--- src/rtl/bus_read_sequencer.sv ---
// bus_read_sequencer: sequences the active-low output enables of up to NCHIP
// tri-state buffer chips sharing one 8-bit bus. Each chip is enabled alone
// for SETTLE cycles, its byte is captured on the last of those edges, and a
// one-cycle all-high turnaround separates consecutive chips. The assembled
// word is offered on a valid/ready handshake.
module bus_read_sequencer #(
  parameter int NCHIP  = 2,
  parameter int SETTLE = 2
) (
  input  logic               CLK,
  input  logic               RST_,
  input  logic               req_valid,
  output logic               req_ready,
  input  logic [7:0]         DBUS,
  output logic [NCHIP-1:0]   OE_,
  output logic               rd_valid,
  input  logic               rd_ready,
  output logic [8*NCHIP-1:0] rd_data,
  output logic               busy
);

  localparam int IW = (NCHIP > 1) ? $clog2(NCHIP) : 1;
  localparam int CW = 4;
  localparam logic [IW-1:0] LAST_IDX = IW'(NCHIP - 1);
  localparam logic [CW-1:0] LAST_CNT = CW'(SETTLE - 1);

  typedef enum logic [1:0] {
    S_IDLE  = 2'd0,
    S_DRIVE = 2'd1,
    S_TURN  = 2'd2,
    S_DONE  = 2'd3
  } state_t;

  state_t             state_q, state_d;
  logic [IW-1:0]      idx_q, idx_d;
  logic [CW-1:0]      cnt_q, cnt_d;
  logic [8*NCHIP-1:0] cap_q, cap_d;
  // Enables are registered so they never glitch; they are derived from the
  // next state so they change on the same edge the state does.
  logic [NCHIP-1:0]   oe_q, oe_d;

  // Next-state, counter, capture and enable decode.
  always_comb begin
    state_d = state_q;
    idx_d   = idx_q;
    cnt_d   = cnt_q;
    cap_d   = cap_q;
    oe_d    = '1;

    case (state_q)
      S_IDLE: begin
        if (req_valid) begin
          state_d = S_DRIVE;
          idx_d   = '0;
          cnt_d   = '0;
        end
      end
      S_DRIVE: begin
        if (cnt_q == LAST_CNT) begin
          // Last settle cycle: the byte on the bus is now stable.
          for (int i = 0; i < NCHIP; i++) begin
            if (idx_q == IW'(i)) cap_d[8*i +: 8] = DBUS;
          end
          state_d = S_TURN;
        end else begin
          cnt_d = cnt_q + 1'b1;
        end
      end
      S_TURN: begin
        if (idx_q == LAST_IDX) begin
          state_d = S_DONE;
        end else begin
          idx_d   = idx_q + 1'b1;
          cnt_d   = '0;
          state_d = S_DRIVE;
        end
      end
      S_DONE: begin
        if (rd_ready) state_d = S_IDLE;
      end
      default: state_d = S_IDLE;
    endcase

    // Only the DRIVE state pulls an enable low, and only for the current chip.
    if (state_d == S_DRIVE) begin
      for (int i = 0; i < NCHIP; i++) begin
        if (idx_d == IW'(i)) oe_d[i] = 1'b0;
      end
    end
  end

  // State, counters, capture and enables; reset releases the bus at once.
  always_ff @(posedge CLK or negedge RST_) begin
    if (!RST_) begin
      state_q <= S_IDLE;
      idx_q   <= '0;
      cnt_q   <= '0;
      cap_q   <= '0;
      oe_q    <= '1;
    end else begin
      state_q <= state_d;
      idx_q   <= idx_d;
      cnt_q   <= cnt_d;
      cap_q   <= cap_d;
      oe_q    <= oe_d;
    end
  end

  assign OE_       = oe_q;
  assign rd_data   = cap_q;
  assign rd_valid  = (state_q == S_DONE);
  assign req_ready = (state_q == S_IDLE);
  assign busy      = (state_q != S_IDLE);

endmodule

--- config.mk ---
export PLATFORM = sky130hd
export DESIGN_NAME = bus_read_sequencer
export DESIGN_NICKNAME = d
export VERILOG_FILES = /design/src/rtl/bus_read_sequencer.sv
export SDC_FILE = /design/constraint.sdc
export NUM_CORES = 1
export LEC_CHECK = 0
export BUFFER_PORTS_ARGS = -buffer_cell sky130_fd_sc_hd__buf_4
export CORE_MARGIN = 1.5
export CORE_UTILIZATION = 35
export CTS_CLUSTER_DIAMETER = 30
export DETAILED_ROUTE_END_ITERATION = 10
export PLACE_DENSITY = 0.55
export SKIP_CTS_REPAIR_TIMING = 1
export SKIP_LAST_GASP = 1
export SLEW_MARGIN = 20
export SYNTH_ARGS = -nofsm -noshare
export SYNTH_HDL_FRONTEND = slang
export SYNTH_SLANG_ARGS = --single-unit
--- constraint.sdc ---
create_clock -name CLK -period 2.35 [get_ports CLK]
set_clock_uncertainty 0.2 [all_clocks]
set_input_delay 0.47 -clock CLK [delete_from_list [all_inputs] [get_ports CLK]]
set_output_delay 0.47 -clock CLK [all_outputs]
set_load 0.01 [all_outputs]
==> results of run 1 <==
metal layers:
| layer | vias up | wire length, um | GRT usage |
|---|---|---|---|
| met2 | 18 | 1010 | 0.240 |
| li1 | 373 | - | - |
| met1 | 364 | 940 | 0.175 |
| met3 | 2 | 74 | 0.0262 |
| met4 | 0 | 18 | 0.0584 |
| met5 | - | 0 | 0 |
critical path: cells and delay by family (launching register included):
kind / cells / cell delay [ps]
and+or+nand+nor: 2 / 810
DFF: 1 / 420
muxes: 1 / 380
adders and majority gates: 1 / 170
buffers and inverters: 1 / 80
per-stage QoR:
step                hold slack [ps]  worst slack [ps]  cell area, um2  power, mW   util
CTS                            -176               191            1400       1.93  0.467
floorplan                     -25.6               341            1100       1.34      -
global placement                196               228            1370       1.71  0.457
detailed placement              193               199            1370       1.72  0.457
finish                          182               185            1410       1.90  0.470
global route                    155              79.1            1410       2.06  0.470
synthesized netlist by cell type, drive strengths merged:
master / number / area [um2]
a2111o: 1 / 11.3
a211oi: 1 / 7.51
a21oi: 3 / 15.0
a31oi: 1 / 6.26
and2: 1 / 6.26
buf: 1 / 15.0
clkbuf: 2 / 7.51
dfrtp: 23 / 576
dfstp: 2 / 52.6
ha: 2 / 25.0
inv: 5 / 18.8
mux2: 16 / 180
nand2: 2 / 7.51
nand2b: 2 / 12.5
nand3: 4 / 20.0
nand3b: 1 / 7.51
nor2: 2 / 7.51
nor2b: 3 / 18.8
nor3: 2 / 21.3
nor3b: 1 / 7.51
o21a: 1 / 7.51
o21ai: 5 / 25.0
o22ai: 1 / 6.26
o32ai: 1 / 8.76
or2: 1 / 6.26
or3b: 1 / 11.3
xnor2: 1 / 8.76
area by class of cell:
| cell class | instances | area (um2) |
|---|---|---|
| fill | 301 | 1590 |
| sequential | 25 | 628 |
| inverter | 5 | 18.8 |
| timing repair buffer | 35 | 265 |
| multi-input combinational | 53 | 428 |
| clock buffer | 3 | 22.5 |
| clock inverter | 1 | 7.51 |
| tap | 33 | 41.3 |
where the power goes:
part | leakage [nW] | internal [mW] | switching (mW)
Sequential | 0.297 | 0.645 | 0.157
Combinational | 0.336 | 0.511 | 0.389
Clock | 0.0139 | 0.0649 | 0.130
Total | 0.646 | 1.22 | 0.676
cells by family (layout without fill, tap and decap cells):
kind of cell,Yosys count,after routing,synth area share
flops,25,25,0.572
fa+ha+maj,2,2,0.0228
xor+xnor,1,1,0.00798
compound gates,14,14,0.0798
mux,16,16,0.164
buf+inv,8,44,0.0376
simple gates,20,20,0.115
path summary, 6_finish.rpt:
path | to | depth (start not counted)
max | rd_data[4]$_DFFE_PN0P_ | 5
min | rd_data[15]$_DFFE_PN0P_ | 2
max reg2reg | rd_data[4]$_DFFE_PN0P_ | 5
min reg2reg | rd_data[13]$_DFFE_PN0P_ | 1
max in group asynchronous | OE_[0]$_DFF_PN1_ | 2
min in group asynchronous | rd_data[12]$_DFFE_PN0P_ | 2
sequential cells by signal, summed over array words and instances (netlist names):
register,count
rd_data,16
cnt_q,4
OE_,2
state_q,2
idx_q,1
==> flow_summary_export.csv, run 1 <==
group,metric,value,unit
outcome,status,"finished clean",
cells_and_area,drive_above_1_share,0.484,
timing,clock.fmax,462,MHz
routing,wl_per_cell,13.2,um
critical_path,worst-setup-path-type,"reg2reg",
clocking,clk_root_buffer_cell,"clkbuf_4",
synth,synth_seq_area_share,0.572,
timing,slew_viol_final,0,
global_route,grt_usage,0.141,
timing,timing.setup.tns,0,ps
cells_and_area,nets,137,
synth,synth_area,0.00110,mm2
synth,synth_cell_types,28,
clocking,htree_levels,1,
cells_and_area,layout_common_cells,"buf_4 (34), dfrtp_1 (23), mux2_2 (16)",
cells_and_area,synthToLayoutAreaGrowth,28.6,%
critical_path,path_cells,"inv_1 -> ha_1 -> or3b_4 -> nor3_4 -> mux2_2",
cells_and_area,antennaDiodeCount,0,
critical_path,path_max_fanout,8,
routing,drc,0,
power_and_ir_drop,p_per_area,1340,mW/mm2
critical_path,max_stage_delay,420,ps
timing,hold_viol,0,
cells_and_area,final_cells,155,
die,fp.dieW,59.0,um
routing,viasPerCell,4.88,
die,die_area,0.00348,mm2
clocking,clock_latency,320,ps
place,place_congestion,0.742,
global_route,grt_pass1_vias,819,
power_and_ir_drop,leakagePower,0.646,nW
synth,syn_inst,86,
die,core_area,0.00300,mm2
critical_path,cp-start-kind,"register",
cells_and_area,mostFrequentLayoutCell,"buf_4",
place,portBuffers,32,
routing,vias,757,
synth,ys.warnings.count,0,
timing,post-route-min-period,2160,ps
critical_path,worstSetupStartpoint,"cnt_q[1]$_DFFE_PN0P_",
clocking,clk_pin_slew,140,ps
routing,drt_iter0_drc,15,
routing,drt-pass1-iter-count,2,
clocking,cts_made_buffers,3,
die,die_h,59.0,um
synth,syn_nets,100,
critical_path,cp.arrival,2180,ps
timing,relSlewSlack,0.696,
die,rows,20,
job,cap_violations,0,
global_route,grt-ovfl-total,0,
min_path,hold_class,"in2reg",
timing,finalCritPeriodShare,0.921,
min_path,worstHoldStart,"DBUS[7]",
timing,finalSetupViolations,0,
critical_path,cp.required,2360,ps
die,ios,33,
synth,ys_ff_latch,25,
timing,worst_pin_slew,453,ps
clocking,cts_sinks,25,
clocking,cts_buffer_depth,2,
global_route,grt_pass1_wl,3.69,mm
place,place_inst,150,
place,post-dp-hpwl,1.53,mm
critical_path,reg2reg_from,"cnt_q[1]$_DFFE_PN0P_",
power_and_ir_drop,ir_drop,556,uV
global_route,grt_start_max_net_pins,26,
critical_path,crit_path_top_delay_cell,"dfrtp_1",
critical_path,ff2ff_setup_slack,190,ps
global_route,antenna_found_initial,0,
critical_path,cp-end-kind,"register",
routing,ant_nets,0,
clocking,cts_tree,"yes",
timing,rsz0062_at_grt,"false",
routing,wl,2.04,mm
die,initial_core_util,0.365,
synth,syn_avg_cell_area,12.8,um2
No activity file was read; power rests on OpenSTA's default activity.
==> run 2, diff against run 1 <==
--- a/config.mk
+++ b/config.mk
@@ -5,10 +5,11 @@
 export SDC_FILE = /design/constraint.sdc
 export NUM_CORES = 1
 export LEC_CHECK = 0
-export BUFFER_PORTS_ARGS = -buffer_cell sky130_fd_sc_hd__buf_4
+export BUFFER_PORTS_ARGS = -buffer_cell sky130_fd_sc_hd__buf_2
 export CORE_MARGIN = 1.5
 export CORE_UTILIZATION = 35
 export CTS_CLUSTER_DIAMETER = 30
+export CTS_CLUSTER_SIZE = 28
 export DETAILED_ROUTE_END_ITERATION = 10
 export PLACE_DENSITY = 0.55
 export SKIP_CTS_REPAIR_TIMING = 1
==> flow_summary_export.csv, run 2 (synthesized netlist as in run 1, its figures left out) <==
group,metric,value,unit
outcome,status,"finished clean",
power_and_ir_drop,p_per_area,1340,mW/mm2
die,die_area,0.00348,mm2
die,die_h,59.0,um
power_and_ir_drop,pwr-share-comb,0.449,
cells_and_area,layout_common_cells,"buf_2 (32), dfrtp_1 (23), mux2_2 (16)",
routing,drt-pass1-iter-count,3,
clocking,cts_made_buffers,3,
critical_path,cp.arrival,2200,ps
power_and_ir_drop,clockPowerShare,0.109,
global_route,grt_pass1_wl,3.21,mm
critical_path,cp-end-kind,"register",
timing,slew_viol_final,0,
cells_and_area,n_fill_cell,304,
die,core_area,0.00300,mm2
timing,finalCritPeriodShare,0.927,
cells_and_area,mostFrequentLayoutCell,"buf_2",
global_route,grt_pass1_vias,710,
power_and_ir_drop,leakagePower,0.619,nW
min_path,hold_class,"in2reg",
timing,finalSetupViolations,0,
power_and_ir_drop,intPower,1.12,mW
critical_path,worst-setup-path-type,"reg2reg",
timing,timing.setup.tns,0,ps
global_route,grt_usage,0.125,
routing,wl_per_cell,12.4,um
die,ios,33,
place,place_inst,150,
timing,post-route-min-period,2180,ps
global_route,grt_start_max_net_pins,26,
cells_and_area,nets,137,
cells_and_area,synthToLayoutAreaGrowth,21.3,%
clocking,cts_sinks,25,
power_and_ir_drop,power_frac_seq,0.442,
timing,rsz0062_at_grt,"false",
routing,ant_nets,0,
critical_path,cp-start-kind,"register",
clocking,htree_levels,1,
job,cap_violations,0,
clocking,cts_tree,"yes",
die,fp.dieW,59.0,um
die,initial_core_util,0.365,
die,rows,20,
cells_and_area,drive_above_1_share,0.484,
routing,drc,0,
timing,clock.fmax,459,MHz
cells_and_area,final_cells,155,
timing,hold_viol,0,
place,portBuffers,32,
global_route,antenna_found_initial,0,
place,post-dp-hpwl,1.45,mm
clocking,clk_pin_slew,140,ps
cells_and_area,largest_register_ffs,16,
clocking,cts_buffer_depth,2,
timing,whs,185,ps
critical_path,cp.required,2370,ps
power_and_ir_drop,power_switching,656,uW
critical_path,path_max_fanout,8,
routing,viasPerCell,4.84,
place,place_congestion,0.802,
cells_and_area,antennaDiodeCount,0,
routing,drt_iter0_drc,17,
clocking,clk_root_buffer_cell,"clkbuf_4",
global_route,grt-ovfl-total,0,
routing,vias,750,
routing,wl,1.93,mm
power_and_ir_drop,ir_drop,635,uV
timing,relSlewSlack,0.636,
clocking,clock_latency,320,ps
power_and_ir_drop,swShare,0.368,
timing,worst_pin_slew,546,ps
## run 2: routing by layer
metal | global-route usage | vias to the layer above | share of wire | wire length (um)
met5 | 0 | - | 0 | 0
met4 | 0.0390 | 0 | 0.0088 | 17
met3 | 0.0459 | 2 | 0.042 | 81
met2 | 0.203 | 19 | 0.47 | 908
met1 | 0.154 | 357 | 0.48 | 922
li1 | - | 372 | - | -
## run 2: stage by stage
step	total power [mW]	setup slack [ps]	instance area, um2	util
floorplan	1.34	341	1100	-
global placement	1.59	212	1290	0.430
detailed placement	1.61	138	1290	0.430
CTS	1.80	119	1320	0.440
global route	1.93	41.5	1330	0.443
finish	1.78	172	1330	0.443
## run 2: power groups by stage
stage | logic [mW] | clock network [mW] | registers (mW)
after floorplan | 0.513 | 0 | 0.828
after global routing | 0.891 | 0.220 | 0.814
after CTS | 0.814 | 0.202 | 0.787
after global placement | 0.801 | 0 | 0.793
final | 0.800 | 0.193 | 0.787
after detailed placement | 0.813 | 0 | 0.796
## run 2: layout make-up
type                    instances  area [um2]  area share
flip-flops and latches         25         628       0.472
multi-input cells              53         428       0.321
well taps                      33        41.3      0.0310
clock buffers                   3        22.5      0.0169
inverters                       5        18.8      0.0141
clock inverters                 1        7.51     0.00564
repair buffers                 35         185       0.139
## run 2: final timing paths
kind                                   startpoint                      end  slack, ps  cells after the start
max                          cnt_q[1]$_DFFE_PN0P_   rd_data[2]$_DFFE_PN0P_        170                      5
min                                       DBUS[7]  rd_data[15]$_DFFE_PN0P_        180                      2
max reg2reg                  cnt_q[1]$_DFFE_PN0P_   rd_data[2]$_DFFE_PN0P_        170                      5
min reg2reg                rd_data[9]$_DFFE_PN0P_   rd_data[9]$_DFFE_PN0P_        320                      1
max in group asynchronous                    RST_         OE_[1]$_DFF_PN1_       1120                      2
min in group asynchronous                    RST_  rd_data[10]$_DFFE_PN0P_        440                      2
## run 2: worst max-delay path: stages (launching register included)
cell,delay [ps]
dfrtp_1,420
inv_1,80
ha_1,170
or3b_4,430
nor3_4,390
mux2_2,390
